### config.mk
export PLATFORM = sky130hd
export DESIGN_NAME = led_pattern_gen
export DESIGN_NICKNAME = d
export VERILOG_FILES = /design/src/rtl/led_pattern_gen.sv
export SDC_FILE = /design/constraint.sdc
export NUM_CORES = 1
export LEC_CHECK = 0
export BUFFER_PORTS_ARGS = -buffer_cell sky130_fd_sc_hd__clkbuf_2
export CORE_MARGIN = 1
export CORE_UTILIZATION = 55
export CTS_BUF_LIST = sky130_fd_sc_hd__clkbuf_2
export DETAILED_ROUTE_END_ITERATION = 7
export PLACE_DENSITY_LB_ADDON = 0.2
export SYNTH_ARGS = -nofsm -noshare
export SYNTH_HDL_FRONTEND = slang
export SYNTH_SLANG_ARGS = --single-unit
### constraint.sdc
create_clock -name clk -period 4.7 [get_ports clk]
set_input_delay 0.47 -clock clk [delete_from_list [all_inputs] [get_ports clk]]
set_output_delay 0.47 -clock clk [all_outputs]
set_load 0.01 [all_outputs]
### src/rtl/led_pattern_gen.sv
// ---------------------------------------------------------------------------
// led_pattern_gen
//   Multi-channel LED pattern generator. A debounced button press steps the
//   mode OFF -> ON -> BLINK -> BREATHE -> OFF. Reset lands in BLINK.
//
//   Compile-time option:
//     LEDGEN_DEBOUNCE_EN  defined   : counter-based debounce on the button.
//                         undefined : the synchronised button is used directly.
//                                     DEBOUNCE_CYCLES has no effect.
//
//   Ports:
//     clk     in   fabric clock
//     rst     in   synchronous, active-high reset
//     button  in   raw asynchronous button level, high = pressed
//     led     out  [CHANNELS-1:0] LED drive, high = lit, registered
//     mode    out  [1:0] current mode (0 OFF, 1 ON, 2 BLINK, 3 BREATHE),
//                  registered; this is also the mode FSM state
//
//   No valid/ready handshakes: the only input is a level, sampled every clk.
// ---------------------------------------------------------------------------
module led_pattern_gen #(
  parameter int CHANNELS        = 3,
  parameter int CNT_W           = 24,
  parameter int HALF_PERIOD     = 4000000,
  parameter int PWM_W           = 8,
  parameter int BREATHE_STEP    = 16384,
  parameter int DEBOUNCE_CYCLES = 65536
) (
  input  logic                clk,
  input  logic                rst,
  input  logic                button,
  output logic [CHANNELS-1:0] led,
  output logic [1:0]          mode
);

  // Elaboration-time parameter range guards.
  if (CHANNELS < 1 || CHANNELS > 8) begin : g_bad_channels
    $error("led_pattern_gen: CHANNELS must be 1..8");
  end
  if (HALF_PERIOD < 2) begin : g_bad_half_period
    $error("led_pattern_gen: HALF_PERIOD must be >= 2");
  end
  if (BREATHE_STEP < 1) begin : g_bad_breathe_step
    $error("led_pattern_gen: BREATHE_STEP must be >= 1");
  end
  if (DEBOUNCE_CYCLES < 2) begin : g_bad_debounce
    $error("led_pattern_gen: DEBOUNCE_CYCLES must be >= 2");
  end

  typedef enum logic [1:0] {
    MODE_OFF     = 2'd0,
    MODE_ON      = 2'd1,
    MODE_BLINK   = 2'd2,
    MODE_BREATHE = 2'd3
  } mode_t;

  localparam int                 STEP_W     = (BREATHE_STEP > 1) ? $clog2(BREATHE_STEP) : 1;
  localparam logic [STEP_W-1:0]  STEP_LAST  = STEP_W'(BREATHE_STEP - 1);
  localparam logic [CNT_W-1:0]   BLINK_LAST = CNT_W'(HALF_PERIOD - 1);
  localparam logic [PWM_W-1:0]   DUTY_MAX   = '1;

  // -------------------------------------------------------------------------
  // Button path: 2-FF synchroniser, optional debounce, rising-edge press.
  // -------------------------------------------------------------------------
  logic sync_0;
  logic btn_s;
  logic btn_d;
  logic press;

  always_ff @(posedge clk) begin
    if (rst) begin
      sync_0 <= 1'b0;
      btn_s  <= 1'b0;
    end else begin
      sync_0 <= button;
      btn_s  <= sync_0;
    end
  end

`ifdef LEDGEN_DEBOUNCE_EN
  localparam int               DB_W    = $clog2(DEBOUNCE_CYCLES);
  localparam logic [DB_W-1:0]  DB_LAST = DB_W'(DEBOUNCE_CYCLES - 1);

  logic [DB_W-1:0] db_cnt;
  logic            btn_d_q;

  // db_cnt counts consecutive cycles of disagreement; any agreement restarts
  // it, so a glitch shorter than DEBOUNCE_CYCLES never reaches btn_d.
  always_ff @(posedge clk) begin
    if (rst) begin
      db_cnt  <= '0;
      btn_d   <= 1'b0;
      btn_d_q <= 1'b0;
    end else begin
      btn_d_q <= btn_d;
      if (btn_s == btn_d) begin
        db_cnt <= '0;
      end else if (db_cnt == DB_LAST) begin
        btn_d  <= btn_s;
        db_cnt <= '0;
      end else begin
        db_cnt <= db_cnt + 1'b1;
      end
    end
  end

  assign press = btn_d & ~btn_d_q;
`else
  // Press is taken on the same edge that btn_d picks up the new level, which
  // gives a 3-edge button-to-mode latency.
  always_ff @(posedge clk) begin
    if (rst) begin
      btn_d <= 1'b0;
    end else begin
      btn_d <= btn_s;
    end
  end

  assign press = btn_s & ~btn_d;
`endif

  // -------------------------------------------------------------------------
  // Mode FSM and pattern state.
  // -------------------------------------------------------------------------
  mode_t              mode_q;
  logic [CNT_W-1:0]   blink_cnt;
  logic               phase;
  logic [PWM_W-1:0]   pwm_cnt;
  logic [PWM_W-1:0]   duty;
  logic               dir_down;
  logic [STEP_W-1:0]  step_cnt;
  logic [CHANNELS-1:0] led_next;

  assign mode = mode_q;

  // led is computed from the current (pre-edge) mode and pattern state, so it
  // trails them by one cycle.
  always_comb begin
    led_next = '0;
    for (int i = 0; i < CHANNELS; i++) begin
      case (mode_q)
        MODE_ON:      led_next[i] = 1'b1;
        MODE_BLINK:   led_next[i] = phase ^ i[0];
        MODE_BREATHE: led_next[i] = i[0] ? (pwm_cnt < (DUTY_MAX - duty))
                                         : (pwm_cnt < duty);
        default:      led_next[i] = 1'b0;
      endcase
    end
  end

  always_ff @(posedge clk) begin
    if (rst) begin
      mode_q    <= MODE_BLINK;
      led       <= '0;
      blink_cnt <= '0;
      phase     <= 1'b0;
      pwm_cnt   <= '0;
      duty      <= '0;
      dir_down  <= 1'b0;
      step_cnt  <= '0;
    end else begin
      led <= led_next;

      // Default: every pattern register is cleared; the active mode's branch
      // below overrides the ones it uses. A press wins over any wrap.
      blink_cnt <= '0;
      phase     <= 1'b0;
      pwm_cnt   <= '0;
      duty      <= '0;
      dir_down  <= 1'b0;
      step_cnt  <= '0;

      if (press) begin
        mode_q <= mode_t'(mode_q + 2'd1);
      end else begin
        case (mode_q)
          MODE_BLINK: begin
            if (blink_cnt == BLINK_LAST) begin
              blink_cnt <= '0;
              phase     <= ~phase;
            end else begin
              blink_cnt <= blink_cnt + 1'b1;
              phase     <= phase;
            end
          end
          MODE_BREATHE: begin
            pwm_cnt  <= pwm_cnt + 1'b1;
            duty     <= duty;
            dir_down <= dir_down;
            if (step_cnt == STEP_LAST) begin
              step_cnt <= '0;
              // Direction flips on the step that reaches an endpoint, so each
              // endpoint value is held for exactly one step.
              if (!dir_down) begin
                duty <= duty + 1'b1;
                if (duty == DUTY_MAX - 1'b1) dir_down <= 1'b1;
              end else begin
                duty <= duty - 1'b1;
                if (duty == PWM_W'(1)) dir_down <= 1'b0;
              end
            end else begin
              step_cnt <= step_cnt + 1'b1;
            end
          end
          default: ;
        endcase
      end
    end
  end

endmodule

* Yosys cells after proc, flatten, opt, wreduce, memory -nomap -nowiden
Cells that the tools add are included.
** Word-level totals
- Flip-flop bits (word level) :: 64
- Bits of input ports :: 3
- Output and inout port bits :: 5
- Word-level logic and storage cells :: 42
** Cells by class
- Add/subtract/negate cells :: 7
- Order comparisons :: 2
- Equality and inequality tests :: 7
- Muxes and demuxes :: 6
- Bitwise logic cells :: 5
- Reduce and logical (&&, ||, !) cells :: 4
** Operators with widths (number)
- adder 24 x 1 -> 24 bit, second input constant :: 1
- equality test 24 x 22 -> 1 bit, second input constant :: 1
- adder 8 x 1 -> 8 bit, second input constant :: 2
- < comparator 8 bit :: 2
- adder 14 x 1 -> 14 bit, second input constant :: 1
- equality test 14 bit, second input constant :: 1
- equality test 8 x 1 -> 1 bit, second input constant :: 1
- equality test 8 bit, second input constant :: 1
- two-way mux 8 bit :: 1
- OR reduction 4 bit :: 2
- subtractor 8 x 1 -> 8 bit, second input constant :: 1
- subtractor 8 bit, first input constant :: 1
- case mux 1 bit (3 select lines) :: 2
- OR reduction 3 bit :: 2
- equality test 2 bit, second input constant :: 2
- NOT 1 bit :: 4
- two-way mux 1 bit :: 3
- adder 2 x 1 -> 2 bit, second input constant :: 1
- equality test 2 x 1 -> 1 bit, second input constant :: 1
- bitwise AND 1 bit :: 1

* Depth between registers and ports, before layout
- Depth in word-level cells :: 3
- Mapped depth :: 8

* Least setup slack after synthesis
No wires, ideal clock.
- Path kind :: register to register
- Start :: reg blink_cnt[0]
- End :: reg blink_cnt[10]
- Setup time :: 0.115 ns
- Arrival time :: 1.473 ns
- Data required time :: 4.585 ns
- Path slack :: 3.112 ns
- Stages on the path, launching flop included :: 9
- Buffers on the path :: 2
- Clock period less this slack :: 1.588 ns
- Cell sequence :: dfxtp_1 > ha_1 > nand3_1 > or3_4 > nor2_4 > or2_1 > buf_4 > buf_6 > nor2_1
** Between the ends
- Word-level cells in the longest chain between the ends :: 2
- Elaborated cells on any way between the ends :: 3
** Ends and longest elaborated chain
- from (decl) :: line 126 : logic [CNT_W-1:0] blink_cnt;
- from (signal assigned) :: line 182 : blink_cnt <= blink_cnt + 1'b1;
- branches (longest 2 deep; another with adder 24 x 1 -> 24 bit)
Parallel ways; which one is timed is not known.
A chain may end at the register's enable or synchronous reset.

* Worst setup path in the final report
- Start :: reg step_cnt[0]
- End :: reg step_cnt[10]
** Between the ends
- Word-level cells in the longest chain between the ends :: 2
- Elaborated cells on any way between the ends :: 3
** Ends and longest elaborated chain
- from (decl) :: line 131 : logic [STEP_W-1:0] step_cnt;
- from (signal assigned) :: line 202 : step_cnt <= step_cnt + 1'b1;
- branches (longest 2 deep; another with adder 14 x 1 -> 14 bit)
Parallel ways; which one is timed is not known.

==> impl_metrics.env <==
export IMPL_synth_area_mm2=0.00309
export IMPL_cap_violations=0
export IMPL_p_leak_nw=1.20
export IMPL_hp_start="button"
export IMPL_cts_hold_buf=0
export IMPL_clkTransAtPathRegs_ps=170
export IMPL_hpwl_mm=3.64
export IMPL_ctsResizeCount=0
export IMPL_arrival_ps=2570
export IMPL_grt_total_usage_pct=19.8
export IMPL_fin_ws_ps=2480
export IMPL_period_minus_slack_ps=2220
export IMPL_postRouteAntennaNets=0
export IMPL_hold_viol=0
export IMPL_cts_setup_buffers=0
export IMPL_syn_nets=378
export IMPL_worst_r2r_endpoint="step_cnt[10]"
export IMPL_antenna_found_initial=0
export IMPL_fp_dieH_um=77.0
export IMPL_max_freq_mhz=450
export IMPL_synth_seq_cells=63
export IMPL_clock_skew_final_ps=27.4
export IMPL_globalplace_congestion=0.785
export IMPL_power_mw=0.874
export IMPL_cp_end_kind="register"
export IMPL_synth_top_area_share_pct=40.8
export IMPL_drc=0
export IMPL_max_slew_margin_pct=34.6
export IMPL_ys_seq_area_share_pct=40.8
export IMPL_synth_largest_area_cell="dfxtp_1"
export IMPL_timing_rr_start="step_cnt[0]"
export IMPL_rows=26
export IMPL_pin_count=8
export IMPL_nets=388
export IMPL_status="finished, final reports clean"
export IMPL_min_to="sync_0"
export IMPL_wl_per_cell_um=11.8
export IMPL_path_cells="ha_1, nand3_1, nor4_2, or2_1, nor2_1"
export IMPL_die_area_mm2=0.00592
export IMPL_yosys_top_cells_area="dfxtp_1, ha_1, nor2_1, xor2_1, xnor2_1"
export IMPL_post_route_util_pct=61.9
export IMPL_crit_type="reg2reg"
export IMPL_grt_pass1_vias=2038
export IMPL_grt_pass1_wl_mm=9.32
export IMPL_cts_buffers=9
export IMPL_rsz0062_at_grt="no"
export IMPL_synth_most_common_cell="nor2_1"
export IMPL_clkLatencyLatePin_ps=470
export IMPL_worstHoldPathCells=2
export IMPL_worst_pin_slew_ps=973
export IMPL_irDropWorstVdd_v=0.000208
export IMPL_postSynthCellCount=352
export IMPL_die_w_um=77.0
export IMPL_dr_pass1_iters=4
export IMPL_yosys_warnings=0
export IMPL_grt_max_degree=24
export IMPL_fill_cells=459
export IMPL_place_ws_ps=2490
export IMPL_cts_tree="done"
export IMPL_critPathRequiredTime_ps=5050
export IMPL_htreeDepth=3
export IMPL_dpl_cell_area_mm2=0.00316
export IMPL_crit_fanout=12
export IMPL_cp_start_kind="register"
export IMPL_diodes=0
export IMPL_initial_core_util_pct=58.6
export IMPL_report_final_slew_viol_count=0
export IMPL_clock_sinks=63
export IMPL_wirelength_mm=5.14
export IMPL_route_vias_total=2262
export IMPL_syn_area_per_cell_um2=8.78
export IMPL_synth_common_cells="nor2_1, dfxtp_1, xor2_1"
export IMPL_drive_gt1_share_pct=7.90
export IMPL_setup_violations=0
export IMPL_drt_iter0_markers=125
export IMPL_area_growth_syn_to_layout_pct=5.55
export IMPL_rr_worst_depth=5
export IMPL_core_mm2=0.00527
export IMPL_ys_flop_type="dfxtp_1"
export IMPL_totalNegativeSetupSlack_ps=0
export IMPL_hold_path_class="in2reg"
export IMPL_synth_cell_types=44
export IMPL_reg2reg_setup_slack_ps=2480
export IMPL_synth_edff_count=0
export IMPL_grt_overflow_total=0
export IMPL_viasPerCell=5.18
export IMPL_cpLargestDelayFamily="simple AND/OR/NAND/NOR gates"
export IMPL_root_buffer="clkbuf_2"
export IMPL_synthArstFlopShare_pct=0
export IMPL_max_stage_delay_ps=850
export IMPL_fin_area_mm2=0.00326
export IMPL_power_density_mw_per_mm2=268
export IMPL_io_buffers=7
export IMPL_slowest_stage="nor4_2"
export IMPL_worst_path_buf_inv=0
export IMPL_clockBufferDepth=2
export IMPL_finalCritPeriodShare_pct=47.2
[metal layers]
metal  up-vias  wire (um)  global-route usage [%]
met3         8        219                    7.50
met1      1029       2710                    26.6
li1       1193          -                       -
met4         0         65                    7.31
met5         -          0                       0
met2        32       2140                    28.4
[sequential cells by signal, summed over array words and instances (netlist names)]
name / cells
dir_down: 1
mode: 2
pwm_cnt: 8
btn_s: 1
btn_d: 1
led: 2
blink_cnt: 24
duty: 8
sync_0: 1
step_cnt: 14
phase: 1
[worst register-to-register path: cells and delay by family, from the launching register on]
kind,cells,cell delay (ps)
adder cells (fa/ha/maj),1,230
flip-flops,1,370
AND/OR/NAND/NOR,4,1510
[layout by cell type (no fill, tap or decap), types with 10 or more instances in the layout]
| cell type | count |
|---|---|
| nand3_1 | 21 |
| ha_1 | 23 |
| nor2_1 | 70 |
| nand2_1 | 16 |
| dfxtp_1 | 63 |
| xor2_1 | 26 |
| clkbuf_2 | 18 |
| xnor2_1 | 24 |
| nand4_1 | 10 |
| inv_1 | 19 |
[worst max path at each step]
stage,from,depth (start not counted),endpoint
detailed placement,step_cnt[0],5,step_cnt[4]
global placement,step_cnt[0],5,step_cnt[10]
global route,step_cnt[0],5,step_cnt[8]
finish,step_cnt[0],5,step_cnt[10]
floorplan,blink_cnt[0],8,blink_cnt[10]
CTS,step_cnt[0],5,step_cnt[2]
[cell families (layout without fill, tap and decap cells)]
family	after synthesis	in the layout	share of synthesized area [%]
flip-flops	63	63	40.8
AO/OA/AOI/OAI	27	27	5.43
adder cells (fa/ha/maj)	23	23	9.31
AND/OR/NAND/NOR	162	162	26.2
buffers and inverters	27	42	4.09
XOR/XNOR	50	50	14.2
[metrics by stage]
step	hold slack [ps]	std cells
2_1_floorplan	413	352
3_3_place_gp	425	421
3_5_place_dp	431	421
4_1_cts	167	437
5_1_grt	147	437
6_report	196	437
[area by class of cell]
class / count / area, um2 / share of cell area (%)
multi-input cells: 262 / 1700 / 52.2
flip-flops and latches: 63 / 1260 / 38.7
well taps: 70 / 87.6 / 2.69
inverters: 19 / 71.3 / 2.19
clock buffers: 11 / 55.1 / 1.69
clock inverters: 5 / 48.8 / 1.50
repair buffers: 7 / 35.0 / 1.07
[where the power goes]
part           switching, mW  leakage [nW]  internal, mW
clock network          0.181        0.0731         0.123
logic                 0.0163         0.614       0.00870
registers            0.00456         0.509         0.540
total                  0.201          1.20         0.672
No activity file was read; power rests on OpenSTA's default activity.
